--- config.mk ---
export PLATFORM = sky130hd
export DESIGN_NAME = gearbox_tx_sched
export DESIGN_NICKNAME = d
export VERILOG_FILES = /design/src/rtl/pcs_pkg.sv /design/src/rtl/gb_seq_cnt.sv /design/src/rtl/gearbox_tx_sched.sv
export SDC_FILE = /design/constraint.sdc
export NUM_CORES = 1
export LEC_CHECK = 0
export ABC_CLOCK_PERIOD_IN_PS = 3000
export CORE_AREA = 2 2 99 149
export CTS_CLUSTER_SIZE = 25
export DETAILED_ROUTE_END_ITERATION = 10
export DIE_AREA = 0 0 101 151
export GPL_ROUTABILITY_DRIVEN = 0
export PLACE_DENSITY = 0.82
export SETUP_SLACK_MARGIN = 0.02
export SLEW_MARGIN = 40
export SYNTH_ARGS = -nofsm -noshare
export SYNTH_HDL_FRONTEND = slang
export SYNTH_HIERARCHICAL = 1
export SYNTH_SLANG_ARGS = --single-unit
--- constraint.sdc ---
create_clock -name clk -period 3 [get_ports clk]
set_input_delay 0.6 -clock clk [delete_from_list [all_inputs] [get_ports clk]]
set_output_delay 0.6 -clock clk [all_outputs]
set_load 0.01 [all_outputs]
--- src/rtl/pcs_pkg.sv ---
// Shared PCS constants and types for the 64b/66b transmit path.
package pcs_pkg;

    localparam int DATA_W = 64;
    localparam int HEAD_W = 2;
    localparam int SEQ_N  = DATA_W / HEAD_W + 1;

    localparam logic [1:0] SYNC_DATA     = 2'b01;
    localparam logic [1:0] SYNC_CTRL     = 2'b10;
    localparam logic [7:0] BLK_TYPE_IDLE = 8'h1E;

    // Idle control block: type byte in the low octet, eight /I/ codes (0x00) above it.
    localparam logic [63:0] IDLE_DATA = {56'h0, BLK_TYPE_IDLE};

    typedef struct packed {
        logic [HEAD_W-1:0] head;
        logic [DATA_W-1:0] data;
    } blk_t;

    typedef enum logic [1:0] {
        IDLE,
        RUN,
        STOP
    } gb_sched_state_e;

endpackage

--- src/rtl/gb_seq_cnt.sv ---
// Modulo-SEQ_N gearbox sequence counter with last-slot and wrap flags.
module gb_seq_cnt #(
    parameter int SEQ_N = 33,
    parameter int SEQ_W = $clog2(SEQ_N)
) (
    input  logic             clk,
    input  logic             srst,
    input  logic             en,
    output logic [SEQ_W-1:0] cnt,
    output logic             last,
    output logic             wrap
);

    localparam logic [SEQ_W-1:0] SEQ_LAST = SEQ_W'(SEQ_N - 1);

    logic [SEQ_W-1:0] cnt_reg;
    logic [SEQ_W-1:0] cnt_next;

    always_comb begin
        cnt_next = cnt_reg;
        if (en) begin
            cnt_next = (cnt_reg == SEQ_LAST) ? '0 : cnt_reg + SEQ_W'(1);
        end
    end

    always_ff @(posedge clk) begin
        if (srst) begin
            cnt_reg <= '0;
        end else begin
            cnt_reg <= cnt_next;
        end
    end

    assign cnt  = cnt_reg;
    assign last = (cnt_reg == SEQ_LAST);
    assign wrap = en && (cnt_reg == SEQ_LAST);

endmodule

--- src/rtl/gearbox_tx_sched.sv ---
// TX gearbox sequencer: numbers blocks, stalls the encoder in the drain slot,
// fills encoder underruns with idle blocks and cross-checks the gearbox full flag.
module gearbox_tx_sched #(
    parameter int                DATA_W    = 64,
    parameter int                HEAD_W    = 2,
    parameter int                SEQ_N     = DATA_W / HEAD_W + 1,
    parameter int                SEQ_W     = $clog2(SEQ_N),
    parameter int                CNT_W     = 32,
    parameter logic [DATA_W-1:0] IDLE_DATA = pcs_pkg::IDLE_DATA
) (
    input  logic              clk,
    input  logic              reset,
    input  logic              en_i,
    input  logic              blk_v_i,
    input  logic [HEAD_W-1:0] blk_head_i,
    input  logic [DATA_W-1:0] blk_data_i,
    output logic              blk_ready_o,
    output logic              valid_o,
    output logic [SEQ_W-1:0]  seq_o,
    output logic [HEAD_W-1:0] head_o,
    output logic [DATA_W-1:0] data_o,
    input  logic              gb_full_v_i,
    output logic              err_o,
    output logic [CNT_W-1:0]  idle_cnt_o,
    output logic [CNT_W-1:0]  blk_cnt_o
);

    import pcs_pkg::*;

    localparam logic [HEAD_W-1:0] CTRL_HEAD = HEAD_W'(SYNC_CTRL);
    localparam logic [SEQ_W-1:0]  SEQ_LAST  = SEQ_W'(SEQ_N - 1);
    localparam int                STAT_BLK  = 0;
    localparam int                STAT_IDLE = 1;

    gb_sched_state_e state_reg;
    gb_sched_state_e state_next;

    logic [SEQ_W-1:0]  seq_q;
    logic              seq_last;
    logic              seq_wrap;
    logic              active;
    logic              take_blk;
    logic              ins_idle;
    logic [1:0]        stat_inc;

    logic              valid_reg;
    logic [SEQ_W-1:0]  seq_reg;
    logic [HEAD_W-1:0] head_reg;
    logic [DATA_W-1:0] data_reg;
    logic              err_reg;

    assign active = (state_reg != IDLE);

    gb_seq_cnt #(
        .SEQ_N (SEQ_N),
        .SEQ_W (SEQ_W)
    ) u_seq_cnt (
        .clk  (clk),
        .srst (reset),
        .en   (active),
        .cnt  (seq_q),
        .last (seq_last),
        .wrap (seq_wrap)
    );

    // Leaving RUN exactly on the drain slot completes the sequence in that
    // same cycle, so no extra STOP pass is needed.
    always_comb begin
        state_next = state_reg;
        case (state_reg)
            IDLE: begin
                if (en_i) begin
                    state_next = RUN;
                end
            end
            RUN: begin
                if (!en_i) begin
                    state_next = seq_last ? IDLE : STOP;
                end
            end
            STOP: begin
                if (seq_wrap) begin
                    state_next = IDLE;
                end
            end
            default: state_next = IDLE;
        endcase
    end

    always_comb begin
        blk_ready_o = (state_reg == RUN) && !seq_last;
        take_blk    = blk_ready_o && blk_v_i;
        ins_idle    = active && !seq_last && !take_blk;
        stat_inc    = '0;
        stat_inc[STAT_BLK]  = take_blk;
        stat_inc[STAT_IDLE] = ins_idle;
    end

    always_ff @(posedge clk) begin
        if (reset) begin
            state_reg <= IDLE;
            valid_reg <= 1'b0;
            seq_reg   <= '0;
            head_reg  <= CTRL_HEAD;
            data_reg  <= IDLE_DATA;
            err_reg   <= 1'b0;
        end else begin
            state_reg <= state_next;
            if (active) begin
                valid_reg <= 1'b1;
                seq_reg   <= seq_q;
                // Drain slot leaves head/data untouched; the gearbox ignores them.
                if (take_blk) begin
                    head_reg <= blk_head_i;
                    data_reg <= blk_data_i;
                end else if (ins_idle) begin
                    head_reg <= CTRL_HEAD;
                    data_reg <= IDLE_DATA;
                end
            end else begin
                valid_reg <= 1'b0;
                seq_reg   <= '0;
            end
            if (valid_reg && (gb_full_v_i != (seq_reg == SEQ_LAST))) begin
                err_reg <= 1'b1;
            end
        end
    end

    genvar gi;
    generate
        for (gi = 0; gi < 2; gi++) begin : g_stat
            logic [CNT_W-1:0] cnt_reg;
            always_ff @(posedge clk) begin
                if (reset) begin
                    cnt_reg <= '0;
                end else if (stat_inc[gi] && (cnt_reg != {CNT_W{1'b1}})) begin
                    cnt_reg <= cnt_reg + CNT_W'(1);
                end
            end
        end
    endgenerate

    assign valid_o    = valid_reg;
    assign seq_o      = seq_reg;
    assign head_o     = head_reg;
    assign data_o     = data_reg;
    assign err_o      = err_reg;
    assign blk_cnt_o  = g_stat[STAT_BLK].cnt_reg;
    assign idle_cnt_o = g_stat[STAT_IDLE].cnt_reg;

endmodule

==> impl_metrics.ini <==
[floorplan]
core_area_mm2 = 0.0139
die-area_mm2 = 0.0153
ios = 210
rows = 53
die_w_um = 101
initial_core_util = 0.453
die_y_um = 151

[synth]
yosysTopAreaCellShare = 0.463
netlist_area_mm2 = 0.00631
syn-num-nets = 846
synth-edff-count = 0
synth_commonest_cells = nand2_1, dfxtp_1, a21oi_1
yosys.area.top_type = dfxtp_1
synth_area_leaders = dfxtp_1, nand2_1, a21oi_1, or4_1, or3_1
synth.distinct_cells = 53
async_flop_share = 0
ys_warn_count = 6
synth.most_common_cell = nand2_1
avgSynthCellArea_um2 = 8.18
yosysSeqAreaShare = 0.463
synthFlopType = dfxtp_1
netlist_instances = 771
synth-seq-cells = 146

[drt]
dr.pass1.iters = 5
drt-vias-per-instance = 5.49
route.detailed.drc = 0
finalWirelength_um = 17300
m1WireLength_um = 6680
routedWlPerCell_um = 15.1
vias = 6314
top_layer = met4
drt-initial-drc-count = 254
wl_met3_um = 1550
ant_nets = 0
wl_met2_um = 8700

[sta]
worst_pin_slew_ns = 0.641
maxSlewHeadroom = 0.569
fmax_mhz = 349
final.period_utilization = 0.954
setup_viol_count_final = 0
whs_ns = 0.451
grt_setup_unrepaired = false
hold_viol = 0
fin_crit_ns = 2.86
setup_tns_ns = 0
finClkSkew_ns = 0.00990
drv_slew = 0

[finish]
fin_cells = 1150
num-fill-cells = 1144
final_area_mm2 = 0.00912
syn2layout_area_growth_pct = 44.6
largest_reg_flops = 64
nets = 1047
antennaDiodeCount = 0
drive_above_1_share = 0.0761

[grt]
grt_pass1_vias = 6001
grt_first_pass_wirelength_um = 27900
grt_usage = 0.228
overflow = 0
grt_antenna_before_repair = 0
grt_max_degree = 67

[placement]
place_hpwl_um = 12300
dp_cells = 1117
portBuffers = 209
place_area_mm2 = 0.00856

[clocking]
clockRootBuffer = clkbuf_16
cts_tree = yes
clk_pin_slew_ns = 0.06
cts_buffers = 17
insertion_delay_ns = 0.42
clock_path_buffers = 2
cts_sinks = 146
ctsHtreeMaxLevel = 4

[pwr]
leakagePower_nw = 3.09
power.density_mw_per_mm2 = 487
total_power_w = 0.00444
ir_drop_uv = 327

[setup_path]
cp_cell_sequence = or4b_4 > nor2_4 > inv_1 > and3_1 > clkdlybuf4s50_1
crit_slowest_cell = or4b_4
cp_max_fo = 6
worstPathArrival_ns = 2.26
critPathKind = flop to primary output
worst-path-buf-inv = 2
startpoint_type = flop
end_kind = primary output
cp_top_family = simple AND/OR/NAND/NOR gates
required_ns = 2.40
slowest_delay_ns = 0.59

[worst_hold_path]
hp-class = flop to flop

[run]
drv_cap = 0

[outcome]
run_status = finished clean
==> stage by stage <==
stage	util	setup slack, ns
after floorplan	-	0.572
after global placement	0.615	0.0682
after detailed placement	0.615	0.0455
after CTS	0.655	0.120
after global routing	0.655	0.0247
final	0.655	0.137
==> cell families after synthesis <==
kind of cell | synth area share
AOI/OAI and AO/OA | 0.153
and+or+nand+nor | 0.305
adders and majority gates | 0.00793
DFF | 0.463
xor gates and xnor gates | 0.0111
muxes | 0.0244
buffers and inverters | 0.0355
==> timing repair <==
action / CTS / global route
setup endpoints to repair: 1 / 0
setup buffers: 1 / 0
hold buffers: 0 / 0
resized for setup: 0 / 0
==> final timing paths <==
kind | startpoint | endpoint | slack, ns | cells past startpoint
min | head_o[0] | head_o[0] | 0.45 | 2
min reg2reg | head_o[0] | head_o[0] | 0.45 | 2
max | u_seq_cnt/cnt[2] | blk_ready_o | 0.14 | 5
max reg2reg | u_seq_cnt/cnt[0] | blk_cnt_o[19] | 0.23 | 10
==> power breakdown <==
part	switching [W]	leakage [nW]	internal [W]
registers	0.0000359	1.18	0.00200
clock network	0.000860	0.249	0.00109
logic	0.000222	1.65	0.000237
==> per-layer routing <==
layer  global-route usage  vias to the layer above
met5                    0                        -
met4               0.0973                        0
met3               0.0941                       28
met2                0.396                      230
met1                0.242                     2919
li1                     -                     3137
==> layout make-up <==
| class | instances | area, um^2 | area share |
|---|---|---|---|
| Tap cell | 165 | 206 | 0.0226 |
| Multi-Input combinational cell | 570 | 3180 | 0.349 |
| Clock inverter | 13 | 103 | 0.0112 |
| Timing Repair Buffer | 225 | 2220 | 0.243 |
| Inverter | 12 | 45.0 | 0.00494 |
| Clock buffer | 19 | 443 | 0.0485 |
| Sequential cell | 146 | 2920 | 0.320 |
==> layout by cell type (no fill, tap or decap), types with 8 or more instances in the layout <==
cell and n:
a21oi_1 105, and2_1 9, and3_1 8, and4_1 10, buf_4 15, clkbuf_16 17, clkdlybuf4s50_1 208, dfxtp_1 146
inv_1 11, mux2_2 11, nand2_1 169, nand3_1 30, nand4_1 17, nor2_1 29, nor2b_1 16, nor3_1 8
o21ai_0 28, o31ai_1 16, or3_1 26, or4_1 23
==> worst register-to-register path, cell delays in order (launching register included) <==
cell and delay (ns):
dfxtp_1 0.43, inv_1 0.11, ha_1 0.22, inv_2 0.08
nor2_4 0.04, buf_4 0.15, nor4bb_1 0.34, nand4_1 0.25
or3_1 0.44, or4_1 0.49, a21oi_1 0.15
Note: power is estimated with default switching activity, not from simulation.
